[src/rtl/ifd_pkg.sv]
// Shared types and constants for the instruction fetch/decode slice.
// IFD_PARITY_CHECK_EN selects even-parity checking on bit 31.
package ifd_pkg;

    localparam int ADDR_W = 4;
    localparam int WORD_W = 32;

    localparam int VAL_LSB = 0;
    localparam int VAL_MSB = 15;
    localparam int DST_LSB = 16;
    localparam int DST_MSB = 17;
    localparam int SRC_LSB = 18;
    localparam int SRC_MSB = 19;
    localparam int ADD_BIT = 20;
    localparam int JMP_BIT = 21;
    localparam int PAR_BIT = 31;

    localparam logic [WORD_W-1:0] HALT_WORD = '0;

    typedef enum logic [1:0] {
        IDLE,
        FETCH,
        ISSUE,
        HALT
    } state_t;

    typedef struct packed {
        logic [15:0] value;
        logic [1:0]  dest;
        logic [1:0]  src;
        logic        add;
        logic        jump;
    } dec_t;

endpackage

[src/rtl/ifd_if.sv]
// Program-store read bus plus decoded-instruction handshake.
// master = fetch/decode unit, slave = memory and execute side.
interface ifd_if;
    import ifd_pkg::*;

    logic [ADDR_W-1:0] mem_addr;
    logic              mem_rd;
    logic [WORD_W-1:0] mem_data;
    logic              mem_valid;
    logic              dec_valid;
    logic              exec_ready;
    logic [15:0]       dec_value;
    logic [1:0]        dec_dest;
    logic [1:0]        dec_src;
    logic              dec_add;
    logic              dec_jump;

    modport master (
        output mem_addr, mem_rd,
        input  mem_data, mem_valid,
        output dec_valid,
        output dec_value, dec_dest, dec_src,
        output dec_add, dec_jump,
        input  exec_ready
    );

    modport slave (
        input  mem_addr, mem_rd,
        output mem_data, mem_valid,
        input  dec_valid,
        input  dec_value, dec_dest, dec_src,
        input  dec_add, dec_jump,
        output exec_ready
    );

endinterface

[src/rtl/ifd_field_decode.sv]
// Combinational word slicer, add/jump conflict and halt detect.
// Parity check over bit 31 is built only with IFD_PARITY_CHECK_EN.
module ifd_field_decode
    import ifd_pkg::*;
(
    input  logic [WORD_W-1:0] word,
    output dec_t              fields,
    output logic              conflict,
    output logic              is_halt,
    output logic              par_err
);

    logic unused_rsvd;
    assign unused_rsvd = ^word[PAR_BIT-1:JMP_BIT+1];

    always_comb begin
        fields.value = word[VAL_MSB:VAL_LSB];
        fields.dest  = word[DST_MSB:DST_LSB];
        fields.src   = word[SRC_MSB:SRC_LSB];
        // jump takes priority; add is dropped on a conflict
        fields.jump  = word[JMP_BIT];
        fields.add   = word[ADD_BIT] & ~word[JMP_BIT];
        conflict     = word[ADD_BIT] & word[JMP_BIT];
    end

`ifdef IFD_PARITY_CHECK_EN
    assign par_err = ^word;
    assign is_halt = (word[PAR_BIT-1:0] == HALT_WORD[PAR_BIT-1:0]);
`else
    assign par_err = 1'b0;
    assign is_halt = (word == HALT_WORD);
`endif

endmodule

[src/rtl/instr_fetch_decode.sv]
// Run-mode fetch/decode: sequences the PC over the program store
// and hands one decoded instruction per handshake to the datapath.
module instr_fetch_decode
    import ifd_pkg::*;
(
    input  logic              advance,
    input  logic              rst,
    input  logic              run,
    ifd_if.master             bus,
    output logic [ADDR_W-1:0] pc,
    output logic              halted,
    output logic              err
);

    state_t state;
    state_t nxt;
    dec_t   fields;
    dec_t   dec_q;
    logic   conflict;
    logic   is_halt;
    logic   par_err;
    logic   fetch_done;
    logic   xfer;

    ifd_field_decode u_decode (
        .word     (bus.mem_data),
        .fields   (fields),
        .conflict (conflict),
        .is_halt  (is_halt),
        .par_err  (par_err)
    );

    assign fetch_done = (state == FETCH) && bus.mem_valid;
    assign xfer       = (state == ISSUE) && bus.exec_ready;

    always_ff @(posedge advance or posedge rst) begin
        if (rst) state <= IDLE;
        else     state <= nxt;
    end

    always_comb begin
        nxt           = state;
        bus.mem_rd    = 1'b0;
        bus.dec_valid = 1'b0;
        halted        = 1'b0;
        unique case (state)
            IDLE: begin
                if (run) nxt = FETCH;
            end
            FETCH: begin
                bus.mem_rd = 1'b1;
                if (bus.mem_valid) begin
                    if (is_halt || par_err) nxt = HALT;
                    else                    nxt = ISSUE;
                end
            end
            ISSUE: begin
                bus.dec_valid = 1'b1;
                if (bus.exec_ready) nxt = run ? FETCH : IDLE;
            end
            HALT: begin
                halted = 1'b1;
            end
            default: nxt = IDLE;
        endcase
    end

    always_ff @(posedge advance or posedge rst) begin
        if (rst) begin
            pc    <= '0;
            dec_q <= '0;
            err   <= 1'b0;
        end else begin
            if (fetch_done && !par_err) dec_q <= fields;
            if (fetch_done) err <= err | conflict | par_err;
            if (xfer) begin
                if (dec_q.jump) pc <= dec_q.value[ADDR_W-1:0];
                else            pc <= pc + ADDR_W'(1);
            end
        end
    end

    assign bus.mem_addr  = pc;
    assign bus.dec_value = dec_q.value;
    assign bus.dec_dest  = dec_q.dest;
    assign bus.dec_src   = dec_q.src;
    assign bus.dec_add   = dec_q.add;
    assign bus.dec_jump  = dec_q.jump;

endmodule

[src/flat_wrapper.sv]
// flat-port wrapper written by rule: the top's interface ports become plain ports
module instr_fetch_decode_flat import ifd_pkg::*;
  (advance, rst, run, pc, halted, err, bus_mem_addr, bus_mem_rd, bus_mem_data, bus_mem_valid, bus_dec_valid, bus_dec_value, bus_dec_dest, bus_dec_src, bus_dec_add, bus_dec_jump, bus_exec_ready);
  ifd_if bus_i ();
  input  logic advance;
  input  logic rst;
  input  logic run;
  output logic [ADDR_W-1:0] pc;
  output logic halted;
  output logic err;
  output wire logic [$bits(bus_i.mem_addr)-1:0] bus_mem_addr;
  output wire logic [$bits(bus_i.mem_rd)-1:0] bus_mem_rd;
  input wire logic [$bits(bus_i.mem_data)-1:0] bus_mem_data;
  input wire logic [$bits(bus_i.mem_valid)-1:0] bus_mem_valid;
  output wire logic [$bits(bus_i.dec_valid)-1:0] bus_dec_valid;
  output wire logic [$bits(bus_i.dec_value)-1:0] bus_dec_value;
  output wire logic [$bits(bus_i.dec_dest)-1:0] bus_dec_dest;
  output wire logic [$bits(bus_i.dec_src)-1:0] bus_dec_src;
  output wire logic [$bits(bus_i.dec_add)-1:0] bus_dec_add;
  output wire logic [$bits(bus_i.dec_jump)-1:0] bus_dec_jump;
  input wire logic [$bits(bus_i.exec_ready)-1:0] bus_exec_ready;
  assign bus_mem_addr = bus_i.mem_addr;
  assign bus_mem_rd = bus_i.mem_rd;
  assign bus_i.mem_data = bus_mem_data;
  assign bus_i.mem_valid = bus_mem_valid;
  assign bus_dec_valid = bus_i.dec_valid;
  assign bus_dec_value = bus_i.dec_value;
  assign bus_dec_dest = bus_i.dec_dest;
  assign bus_dec_src = bus_i.dec_src;
  assign bus_dec_add = bus_i.dec_add;
  assign bus_dec_jump = bus_i.dec_jump;
  assign bus_i.exec_ready = bus_exec_ready;
  instr_fetch_decode u_core (.advance(advance), .rst(rst), .run(run), .bus(bus_i), .pc(pc), .halted(halted), .err(err));
endmodule
[config.mk]
export PLATFORM = sky130hd
export DESIGN_NAME = instr_fetch_decode_flat
export DESIGN_NICKNAME = d
export VERILOG_FILES = /design/src/rtl/ifd_pkg.sv /design/src/rtl/ifd_if.sv /design/src/rtl/ifd_field_decode.sv /design/src/rtl/instr_fetch_decode.sv /design/src/flat_wrapper.sv
export SDC_FILE = /design/constraint.sdc
export NUM_CORES = 1
export LEC_CHECK = 0
export CAP_MARGIN = 20
export CORE_MARGIN = 2
export CORE_UTILIZATION = 31
export CTS_BUF_LIST = sky130_fd_sc_hd__clkbuf_4 sky130_fd_sc_hd__clkbuf_8
export DETAILED_ROUTE_END_ITERATION = 7
export GPL_ROUTABILITY_DRIVEN = 0
export PLACE_DENSITY = 0.68
export SLEW_MARGIN = 10
export SYNTH_ARGS = -nofsm -noshare
export SYNTH_HDL_FRONTEND = slang
export SYNTH_SLANG_ARGS = --single-unit
[constraint.sdc]
create_clock -name advance -period 1.6 [get_ports advance]
set_input_delay 0.24 -clock advance [delete_from_list [all_inputs] [get_ports advance]]
set_output_delay 0.24 -clock advance [all_outputs]
set_load 0.05 [all_outputs]
==> reports/qor.yml <==
grt_pass1_vias: 1176
syn_to_final_growth_pct: 67.1
period_share_pct: 95.7
antenna_found_initial: 0
synth_fp_nets: 154
clock-sinks: 29
rsz0062_at_grt: "yes"
num_antenna_cells: 0
clock_latency_ns: 0.28
placed_cells: 239
die_h_um: 70.7
vias: 1171
critPathTopFamily: "compound AO/OA/AOI/OAI gates"
fin_crit_ns: 1.53
clock_skew_ns: 0.00542
core_um2: 4320
grt_pass1_wl_um: 5550
numCtsBuffers: 5
wl_met2_um: 1780
grt-ovfl-total: 0
num_io_pins: 71
grt_max_degree: 30
ff2ff_path_depth: 6
die_w_um: 70.7
cp_num_buf_inv: 1
ir_drop_uv: 1350
cts_tree: "done"
first_pass_iters: 4
final_cell_mix: "40 x buf_4, 36 x clkdlybuf4s50_1, 28 x dfrtp_1, 21 x mux2_2"
start_util_pct: 31.9
synth_seq_cells: 29
synth_top_area_cell: "dfrtp_1"
die_area_um2: 5000
path_max_fanout: 3
cap_viol_max_count: 0
r2r_start: "u_core.state[1]$_DFFE_PP0P_"
ant_nets: 0
drc_errors: 0
relSlewSlack_pct: 75.6
synth_area_leaders: "dfrtp_1 53%, mux2_2 17%, ha_1 5.4%, nor4_1 2.7%, o21ai_0 2.2%"
avgSynthCellArea_um2: 12.4
layout_commonest_cell: "buf_4"
m1WireLength_um: 1330
holdWs_ns: 0.333
cp.required_ns: 1.76
drtIter0Drc: 16
hp-class: "in -> async"
vias_per_cell: 4.74
wl_met3_um: 266
fmax_mhz: 653
fin_nets: 237
finalPower_mw: 5.48
synth_top_area_share_pct: 52.6
synthCells: 111
setup_viol: 0
hold_violations: 0
synth-seq-area-share_pct: 52.6
clk_pin_slew_ns: 0.06
ys_types: 24
power_density_nw_per_um2: 2380
end_kind: "flop"
clock_path_buffers: 2
slowest_delay_ns: 0.39
grt.total_usage_pct: 14.2
io_buffer_count: 70
worst_slew_pin_slew_ns: 0.366
routedWlPerCell_um: 13.8
cp_slowest_cell: "dfrtp_1"
crit_type: "reg -> reg"
r2r_slack_ns: 0.07
syn_area_um2: 1380
maxSlewViolCount: 0
p_leak_nw: 1.03
cp-start-kind: "flop"
yosys_warnings: 0
layout-drive-gt1-share_pct: 42.6
hpwlAfterDp_um: 2690
status: "finished clean"
cp_data_arrival_time_ns: 1.69
num_rows: 24
cts_root_buf: "clkbuf_8"
routed_wirelength_um: 3400
htree_levels: 2
r2r-end: "u_core.state[0]$_DFFE_PP0P_"
path_cells: "buf_6 > ha_4 > and2b_1 > a2111oi_4 > nand3_1 > o22a_1"
instances_no_fill: 247
maxUsedRoutingLayer: "met4"
[worst max-delay path by stage]
stage	startpoint	slack (ns)	depth (start not counted)	end
floorplan	u_core.state[0]$_DFFE_PP0P_	0.01	6	u_core.state[0]$_DFFE_PP0P_
global placement	bus_mem_data[0]	-0.1	5	u_core.state[0]$_DFFE_PP0P_
detailed placement	bus_mem_data[0]	-0.1	5	u_core.state[0]$_DFFE_PP0P_
CTS	u_core.state[0]$_DFFE_PP0P_	0.01	5	u_core.state[0]$_DFFE_PP0P_
global route	u_core.state[1]$_DFFE_PP0P_	-0.003	6	u_core.state[0]$_DFFE_PP0P_
finish	u_core.state[1]$_DFFE_PP0P_	0.07	6	u_core.state[0]$_DFFE_PP0P_
[cells in the mapped netlist]
library cell,count
nor4_1,6
a2111oi_4,1
inv_1,6
nand2b_1,1
mux2_2,21
nor4b_1,1
nand4_1,4
a41o_1,1
nor3_1,1
o21ai_0,6
nand3_1,2
ha_1,6
nand2_1,7
dfrtp_1,29
or3_1,1
and3_1,1
mux2i_1,1
a21oi_1,3
nor2_1,2
buf_4,4
o22a_1,1
buf_6,2
o22ai_1,2
and2b_1,2
[per-layer routing]
metal	vias up	track usage, %
met5	-	0
met4	0	4.40
met3	4	6.98
met2	44	24.1
met1	562	15.8
li1	561	-
[state kept, by name (all words and copies together) (netlist names)]
register,count
u_core.bus.dec_value,16
u_core.bus.dec_jump,1
u_core.state,2
u_core.err,1
u_core.bus.dec_dest,2
u_core.bus.dec_add,1
u_core.bus.dec_src,2
u_core.bus.mem_addr,4
[logic make-up after synthesis]
group / synth area share (%)
DFF: 52.6
AOI/OAI and AO/OA: 7.52
buffers and inverters: 5.44
and+or+nand+nor: 11.2
adders and majority gates: 5.44
muxes: 17.9
[through the flow]
| stage | utilization, % | instance area, µm² | setup TNS [ns] | setup slack [ns] |
|---|---|---|---|---|
| 3_3_place_gp | 50.5 | 2190 | -0.0958 | -0.0958 |
| 5_1_grt | 53.3 | 2310 | -0.00334 | -0.00334 |
| 4_1_cts | 52.9 | 2290 | 0 | 0.0120 |
| 3_5_place_dp | 50.5 | 2190 | -0.550 | -0.0972 |
| 2_1_floorplan | - | 1410 | 0 | 0.0120 |
| 6_report | 53.3 | 2310 | 0 | 0.0689 |
[cell type report]
| cell class | instances | area (µm²) |
|---|---|---|
| Clock buffer | 7 | 96.3 |
| Clock inverter | 1 | 5.00 |
| Fill cell | 386 | 2020 |
| Inverter | 6 | 22.5 |
| Multi-Input combinational cell | 70 | 618 |
| Sequential cell | 29 | 727 |
| Tap cell | 52 | 65.1 |
| Timing Repair Buffer | 82 | 772 |
[power by group]
| group | internal (mW) | switching (mW) | total, mW |
|---|---|---|---|
| registers | 1.10 | 0.292 | 1.39 |
| clock network | 0.388 | 0.268 | 0.656 |
| logic | 1.34 | 2.09 | 3.44 |
| total | 2.83 | 2.65 | 5.48 |
[tightest hold or removal path: stages]
cell             delay, ns
clkdlybuf4s50_1       0.40
inv_1                 0.05
buf_4                 0.33
[timing repair]
action	CTS	global route
buffers inserted	0	0
resized for setup	1	4
setup endpoints to repair	1	1
hold buffers	0	0
pin swaps	0	3
No activity file was read; power rests on OpenSTA's default activity.
